**src/rtl/doorlock_pkg.sv**
```systemverilog
// ============================================================================
// doorlock_pkg : shared state encoding, key-mode codes and key decoder
// Rev 1.0
// ============================================================================
`default_nettype none

package doorlock_pkg;

  typedef enum logic [2:0] {
    IDLE    = 3'd0,
    ENTRY   = 3'd1,
    CHECK   = 3'd2,
    OPEN    = 3'd3,
    LOCKOUT = 3'd4
  } state_e;

  localparam logic [1:0] MODE_DIGIT   = 2'd0;
  localparam logic [1:0] MODE_ENTER   = 2'd1;
  localparam logic [1:0] MODE_CLEAR   = 2'd2;
  localparam logic [1:0] MODE_INVALID = 2'd3;

  typedef enum logic [1:0] {
    KEY_NONE  = 2'd0,
    KEY_DIGIT = 2'd1,
    KEY_ENTER = 2'd2,
    KEY_CLEAR = 2'd3
  } key_e;

  // Non-BCD digit values fold into KEY_NONE alongside the explicit invalid mode.
  function automatic key_e decode_key(input logic       vld,
                                      input logic [1:0] mode,
                                      input logic [3:0] num);
    key_e k;
    k = KEY_NONE;
    if (vld) begin
      case (mode)
        MODE_DIGIT: k = (num <= 4'd9) ? KEY_DIGIT : KEY_NONE;
        MODE_ENTER: k = KEY_ENTER;
        MODE_CLEAR: k = KEY_CLEAR;
        default:    k = KEY_NONE;
      endcase
    end
    return k;
  endfunction

endpackage

`default_nettype wire

```
**src/rtl/doorlock_timer.sv**
```systemverilog
// ============================================================================
// doorlock_timer : loadable down-counter, saturates at zero, done when zero
// Rev 1.0
// ============================================================================
`default_nettype none

module doorlock_timer #(
  parameter int WIDTH = 13
) (
  input  logic             clk_i,
  input  logic             rst_i,
  input  logic             load_i,
  input  logic [WIDTH-1:0] load_val_i,
  output logic             done_o
);

  logic [WIDTH-1:0] cnt_d;
  logic [WIDTH-1:0] cnt_q;

  always_comb begin
    cnt_d = cnt_q;
    if (load_i) begin
      cnt_d = load_val_i;
    end else if (cnt_q != '0) begin
      cnt_d = cnt_q - 1'b1;
    end
  end

  always_ff @(posedge clk_i) begin
    if (!rst_i) begin
      cnt_q <= '0;
    end else begin
      cnt_q <= cnt_d;
    end
  end

  assign done_o = (cnt_q == '0);

endmodule

`default_nettype wire

```
**src/rtl/doorlock_ctrl.sv**
```systemverilog
// ============================================================================
// doorlock_ctrl : keypad door-lock controller (entry, check, open, lockout)
// Define DOORLOCK_PW_CHANGE_EN to allow a new password to be keyed in OPEN.
// Rev 1.0
// ============================================================================
`default_nettype none

module doorlock_ctrl
  import doorlock_pkg::*;
#(
  parameter int                  PW_LEN      = 4,
  parameter logic [4*PW_LEN-1:0] DEF_PW      = 16'h1234,
  parameter int                  MAX_FAIL    = 3,
  parameter int                  UNLOCK_CYC  = 1000,
  parameter int                  LOCKOUT_CYC = 5000
) (
  input  logic       clk_i,
  input  logic       rst_i,
  input  logic       key_vld_i,
  input  logic [1:0] mode_i,
  input  logic [3:0] num_i,
  output logic       unlock_o,
  output logic       err_o,
  output logic       alarm_o,
  output logic [3:0] digit_cnt_o
);

  localparam int PW_W    = 4 * PW_LEN;
  localparam int TMR_MAX = (UNLOCK_CYC > LOCKOUT_CYC) ? UNLOCK_CYC : LOCKOUT_CYC;
  localparam int TMR_W   = $clog2(TMR_MAX + 1);
  localparam int FAIL_W  = (MAX_FAIL > 1) ? $clog2(MAX_FAIL + 1) : 1;

  localparam logic [3:0]        FULL_CNT     = 4'(PW_LEN);
  localparam logic [FAIL_W-1:0] LAST_FAIL    = FAIL_W'(MAX_FAIL - 1);
  localparam logic [TMR_W-1:0]  UNLOCK_LOAD  = TMR_W'(UNLOCK_CYC - 1);
  localparam logic [TMR_W-1:0]  LOCKOUT_LOAD = TMR_W'(LOCKOUT_CYC - 1);

  state_e            state_d, state_q;
  logic [PW_W-1:0]   buf_d, buf_q;
  logic [3:0]        cnt_d, cnt_q;
  logic              ovf_d, ovf_q;
  logic [FAIL_W-1:0] fail_d, fail_q;
  logic              err_d, err_q;
  logic [PW_W-1:0]   stored_pw;

  key_e              key;
  logic              take_digit;
  logic              clr_entry;
  logic              entry_full;
  logic              pw_match;
  logic              last_fail;
  logic              tmr_load;
  logic [TMR_W-1:0]  tmr_val;
  logic              tmr_done;

`ifdef DOORLOCK_PW_CHANGE_EN
  logic [PW_W-1:0]   pw_d, pw_q;

  always_ff @(posedge clk_i) begin
    if (!rst_i) begin
      pw_q <= DEF_PW;
    end else begin
      pw_q <= pw_d;
    end
  end

  assign stored_pw = pw_q;
`else
  assign stored_pw = DEF_PW;
`endif

  assign key        = decode_key(key_vld_i, mode_i, num_i);
  assign entry_full = (cnt_q == FULL_CNT) && !ovf_q;
  assign pw_match   = entry_full && (buf_q == stored_pw);
  assign last_fail  = (fail_q >= LAST_FAIL);

  always_comb begin
    state_d    = state_q;
    buf_d      = buf_q;
    cnt_d      = cnt_q;
    ovf_d      = ovf_q;
    fail_d     = fail_q;
    err_d      = 1'b0;
    tmr_load   = 1'b0;
    tmr_val    = '0;
    take_digit = 1'b0;
    clr_entry  = 1'b0;
`ifdef DOORLOCK_PW_CHANGE_EN
    pw_d       = pw_q;
`endif

    case (state_q)
      IDLE, ENTRY: begin
        case (key)
          KEY_DIGIT: begin
            take_digit = 1'b1;
            state_d    = ENTRY;
          end
          KEY_ENTER: state_d = CHECK;
          KEY_CLEAR: begin
            clr_entry = 1'b1;
            state_d   = IDLE;
          end
          default: ;
        endcase
      end

      // The entry buffer is consumed by the comparison whatever the outcome.
      CHECK: begin
        clr_entry = 1'b1;
        if (pw_match) begin
          state_d  = OPEN;
          fail_d   = '0;
          tmr_load = 1'b1;
          tmr_val  = UNLOCK_LOAD;
        end else begin
          err_d = 1'b1;
          if (last_fail) begin
            state_d  = LOCKOUT;
            tmr_load = 1'b1;
            tmr_val  = LOCKOUT_LOAD;
          end else begin
            state_d = IDLE;
            fail_d  = fail_q + 1'b1;
          end
        end
      end

      OPEN: begin
        if (tmr_done) begin
          state_d   = IDLE;
          clr_entry = 1'b1;
        end
`ifdef DOORLOCK_PW_CHANGE_EN
        else begin
          case (key)
            KEY_DIGIT: take_digit = 1'b1;
            KEY_ENTER: begin
              clr_entry = 1'b1;
              if (entry_full) begin
                pw_d    = buf_q;
                state_d = IDLE;
              end else begin
                err_d = 1'b1;
              end
            end
            default: ;
          endcase
        end
`endif
      end

      LOCKOUT: begin
        if (tmr_done) begin
          state_d = IDLE;
          fail_d  = '0;
        end
      end

      default: state_d = IDLE;
    endcase

    // A full buffer refuses further digits and remembers the attempt as overflow.
    if (clr_entry) begin
      buf_d = '0;
      cnt_d = '0;
      ovf_d = 1'b0;
    end else if (take_digit) begin
      if (cnt_q == FULL_CNT) begin
        ovf_d = 1'b1;
      end else begin
        buf_d = {buf_q[PW_W-5:0], num_i};
        cnt_d = cnt_q + 1'b1;
      end
    end
  end

  always_ff @(posedge clk_i) begin
    if (!rst_i) begin
      state_q <= IDLE;
      buf_q   <= '0;
      cnt_q   <= '0;
      ovf_q   <= 1'b0;
      fail_q  <= '0;
      err_q   <= 1'b0;
    end else begin
      state_q <= state_d;
      buf_q   <= buf_d;
      cnt_q   <= cnt_d;
      ovf_q   <= ovf_d;
      fail_q  <= fail_d;
      err_q   <= err_d;
    end
  end

  doorlock_timer #(
    .WIDTH (TMR_W)
  ) u_timer (
    .clk_i      (clk_i),
    .rst_i      (rst_i),
    .load_i     (tmr_load),
    .load_val_i (tmr_val),
    .done_o     (tmr_done)
  );

  assign unlock_o    = (state_q == OPEN);
  assign alarm_o     = (state_q == LOCKOUT);
  assign err_o       = err_q;
  assign digit_cnt_o = cnt_q;

endmodule

`default_nettype wire

```
**config.mk**
```make
export PLATFORM = sky130hd
export DESIGN_NAME = doorlock_ctrl
export DESIGN_NICKNAME = d
export VERILOG_FILES = /design/src/rtl/doorlock_pkg.sv /design/src/rtl/doorlock_timer.sv /design/src/rtl/doorlock_ctrl.sv
export SDC_FILE = /design/constraint.sdc
export NUM_CORES = 1
export LEC_CHECK = 0
export BUFFER_PORTS_ARGS = -buffer_cell sky130_fd_sc_hd__clkbuf_2
export CAP_MARGIN = 20
export CORE_UTILIZATION = 30
export CTS_BUF_LIST = sky130_fd_sc_hd__clkbuf_2 sky130_fd_sc_hd__clkbuf_4 sky130_fd_sc_hd__clkbuf_8
export DETAILED_ROUTE_END_ITERATION = 10
export HOLD_SLACK_MARGIN = 0.05
export PLACE_DENSITY = 0.5
export SYNTH_ARGS = -nofsm -noshare
export SYNTH_HDL_FRONTEND = slang
export SYNTH_HIERARCHICAL = 1
export SYNTH_SLANG_ARGS = --single-unit
```
**constraint.sdc**
```tcl
create_clock -name clk_i -period 2.3 [get_ports clk_i]
set_input_delay 0.46 -clock clk_i [delete_from_list [all_inputs] [get_ports clk_i]]
set_output_delay 0.46 -clock clk_i [all_outputs]
set_load 0.01 [all_outputs]
```
==> results.toml <==
[drt]
first_pass_iters = 4
drt-initial-drc-count = 84
via_count = 1748
ant_nets = 0
drcViolationCount = 0
wl_per_cell_um = 12.48
wl_um = 4507
via_per_inst = 4.842

[pwr]
p_total_uw = 2351
p_leak_uw = 0.001139
irDropWorstVdd_mv = 0.2923
powerDensity_nw_per_um2 = 894.2

[die]
fp.dieH_um = 86.03
dieArea_um2 = 7401
row_count = 30
initial_core_util_pct = 31.18
core_um2 = 6794
ios = 16
die_w_um = 86.03

[layout]
register_area_um2 = 803.3
multi_input_comb_area_um2 = 1294
antenna_cells = 0
syn_to_final_growth_pct = 24.10
layout_commonest_cell = "dfxtp_1"
fin_cells = 361
drive_gt1_share_pct = 24.91
layout.cells.most_common_list = "dfxtp_1, nor2_1, mux2i_1"
nNetsFinal = 283
fillers = 699
fin_util_pct = 38.69

[global_routing]
grt_pass1_wl_um = 7362
grt_usage_pct = 12.55
grt_max_degree = 22
grt_pass1_vias = 1545
antenna_found_initial = 0
overflow = 0
use_met1_pct = 17.07
grt.met2_usage_pct = 19.19
top_usage_layer = "met2"
use_met3_pct = 2.695

[synth]
synth_ff_type = "dfxtp_1"
avgSynthCellArea_um2 = 9.210
syn_inst = 230
async_flop_share_pct = 0
ys_types = 55
ys_seq_area_share_pct = 37.80
synth-seq-cells = 40
syn_area_um2 = 2118
ys.warnings.count = 6
synth_edf_count = 0

[place]
dp_hpwl_um = 3082
portBuffers = 15
dpl.cell_count = 347
place_ws_ns = 0.01131
gp_congestion = 0.7706

[sta]
fin_ws_ns = 0.09562
finalSetupViolCount = 0
period_minus_slack_ns = 2.204
worstMarginPinSlew_ns = 0.5091
drv_slew = 0
fmax_mhz = 453.6
slew_headroom_pct = 65.80
post-route-period-util_pct = 95.84
finalHoldViolations = 0
fin_skew_ns = 0.009905
rsz0062_at_grt = "false"
fin_hold_ws_ns = 0.3866

[clocking]
cts_tree = "done"
clockBufferDepth = 2
root_buffer = "clkbuf_8"
clock_latency_ns = 0.30
cts_sinks = 40
htree_levels = 2
cts_inserted_buffers = 5
cts.clk_slew.worst_paths_ns = 0.09

[setup_path]
required_ns = 2.49
crit_fanout = 3
critical_path_class = "reg -> reg"
end_kind = "flop"
crit_arrival_ns = 2.40
crit_path_start_kind = "flop"

[run_status]
status = "finished clean"

[worst_hold_path]
min_path_type = "in -> reg"

[run]
drv_cap = 0
[cell usage after synthesis (all sizes together) (4+ instances only)]
library cell,n,area share [%]
nor2,26,4.7
a21oi,4,0.95
a21boi,4,1.4
inv,11,1.9
and2,4,1.2
nor3,5,1.2
clkbuf,6,1.1
xnor2,6,2.5
mux2i,18,8.5
nand2,13,2.3
o21ai,10,2.4
nor4,5,2.2
nand3,7,1.7
dfxtp,40,38
ha,10,5.9
o31ai,6,2.1
[area by class of cell]
| class | count | share of cell area [%] |
|---|---|---|
| clock buffers | 5 | 2.618 |
| repair buffers | 33 | 9.852 |
| well taps | 96 | 4.569 |
| inverters | 11 | 1.571 |
| multi-input cells | 173 | 49.21 |
| flip-flops and latches | 40 | 30.56 |
| clock inverters | 3 | 1.618 |
[power by group]
group | switching [uW] | internal, uW | leakage [uW]
sequential | 82.5 | 781 | 0.000326
combinational | 423 | 469 | 0.000759
clock | 273 | 322 | 0.0000541
[state kept, by name, indices dropped and copies added, names as in the netlist]
| signal | flops |
|---|---|
| state_q | 3 |
| err_o | 1 |
| digit_cnt_o | 4 |
| fail_q | 2 |
| u_timer/cnt_q | 13 |
| ovf_q | 1 |
| buf_q | 16 |
[repair_timing]
| item | CTS | global route |
|---|---|---|
| setup endpoints to repair | 0 | 33 |
| setup buffers | 0 | 4 |
| resized for setup | 0 | 18 |
| hold buffers | 0 | 0 |
[path summary, 6_finish.rpt]
path,startpoint,to,slack [ns],cells after the start
setup reg to reg,u_timer/cnt_q[1],state_q[1],0.1,9
hold reg to reg,ovf_q,ovf_q,0.49,2
setup / recovery,u_timer/cnt_q[1],state_q[1],0.1,9
hold / removal,num_i[0],buf_q[0],0.39,3
[through the flow]
| step | instance area, um^2 | setup TNS [ns] |
|---|---|---|
| 4_1_cts | 2502 | 0 |
| 6_report | 2629 | 0 |
| 3_5_place_dp | 2391 | 0 |
| 5_1_grt | 2629 | 0 |
| 2_1_floorplan | 2130 | -0.9861 |
| 3_3_place_gp | 2391 | 0 |
[layer usage]
metal	part of all wire (%)	wire length (um)
met5	0	0
met4	1.1	49
met3	2.9	129
met2	45	2045
met1	51	2283
[worst max-delay path, cell delays in order, from the launching register on]
cell,delay [ns]
dfxtp_2,0.34
inv_2,0.08
ha_4,0.12
or4b_4,0.47
nor4_4,0.33
nand3b_1,0.17
buf_4,0.13
o211ai_4,0.08
a21o_1,0.16
o2111a_1,0.21
[cell families after synthesis]
group	synth area share, %
and+or+nand+nor	25.40
adders and majority gates	5.907
DFF	37.80
AOI/OAI and AO/OA	14.12
buffers and inverters	4.253
muxes	9.037
xor gates and xnor gates	3.308
other	0.1770
No activity file was read; power rests on OpenSTA's default activity.
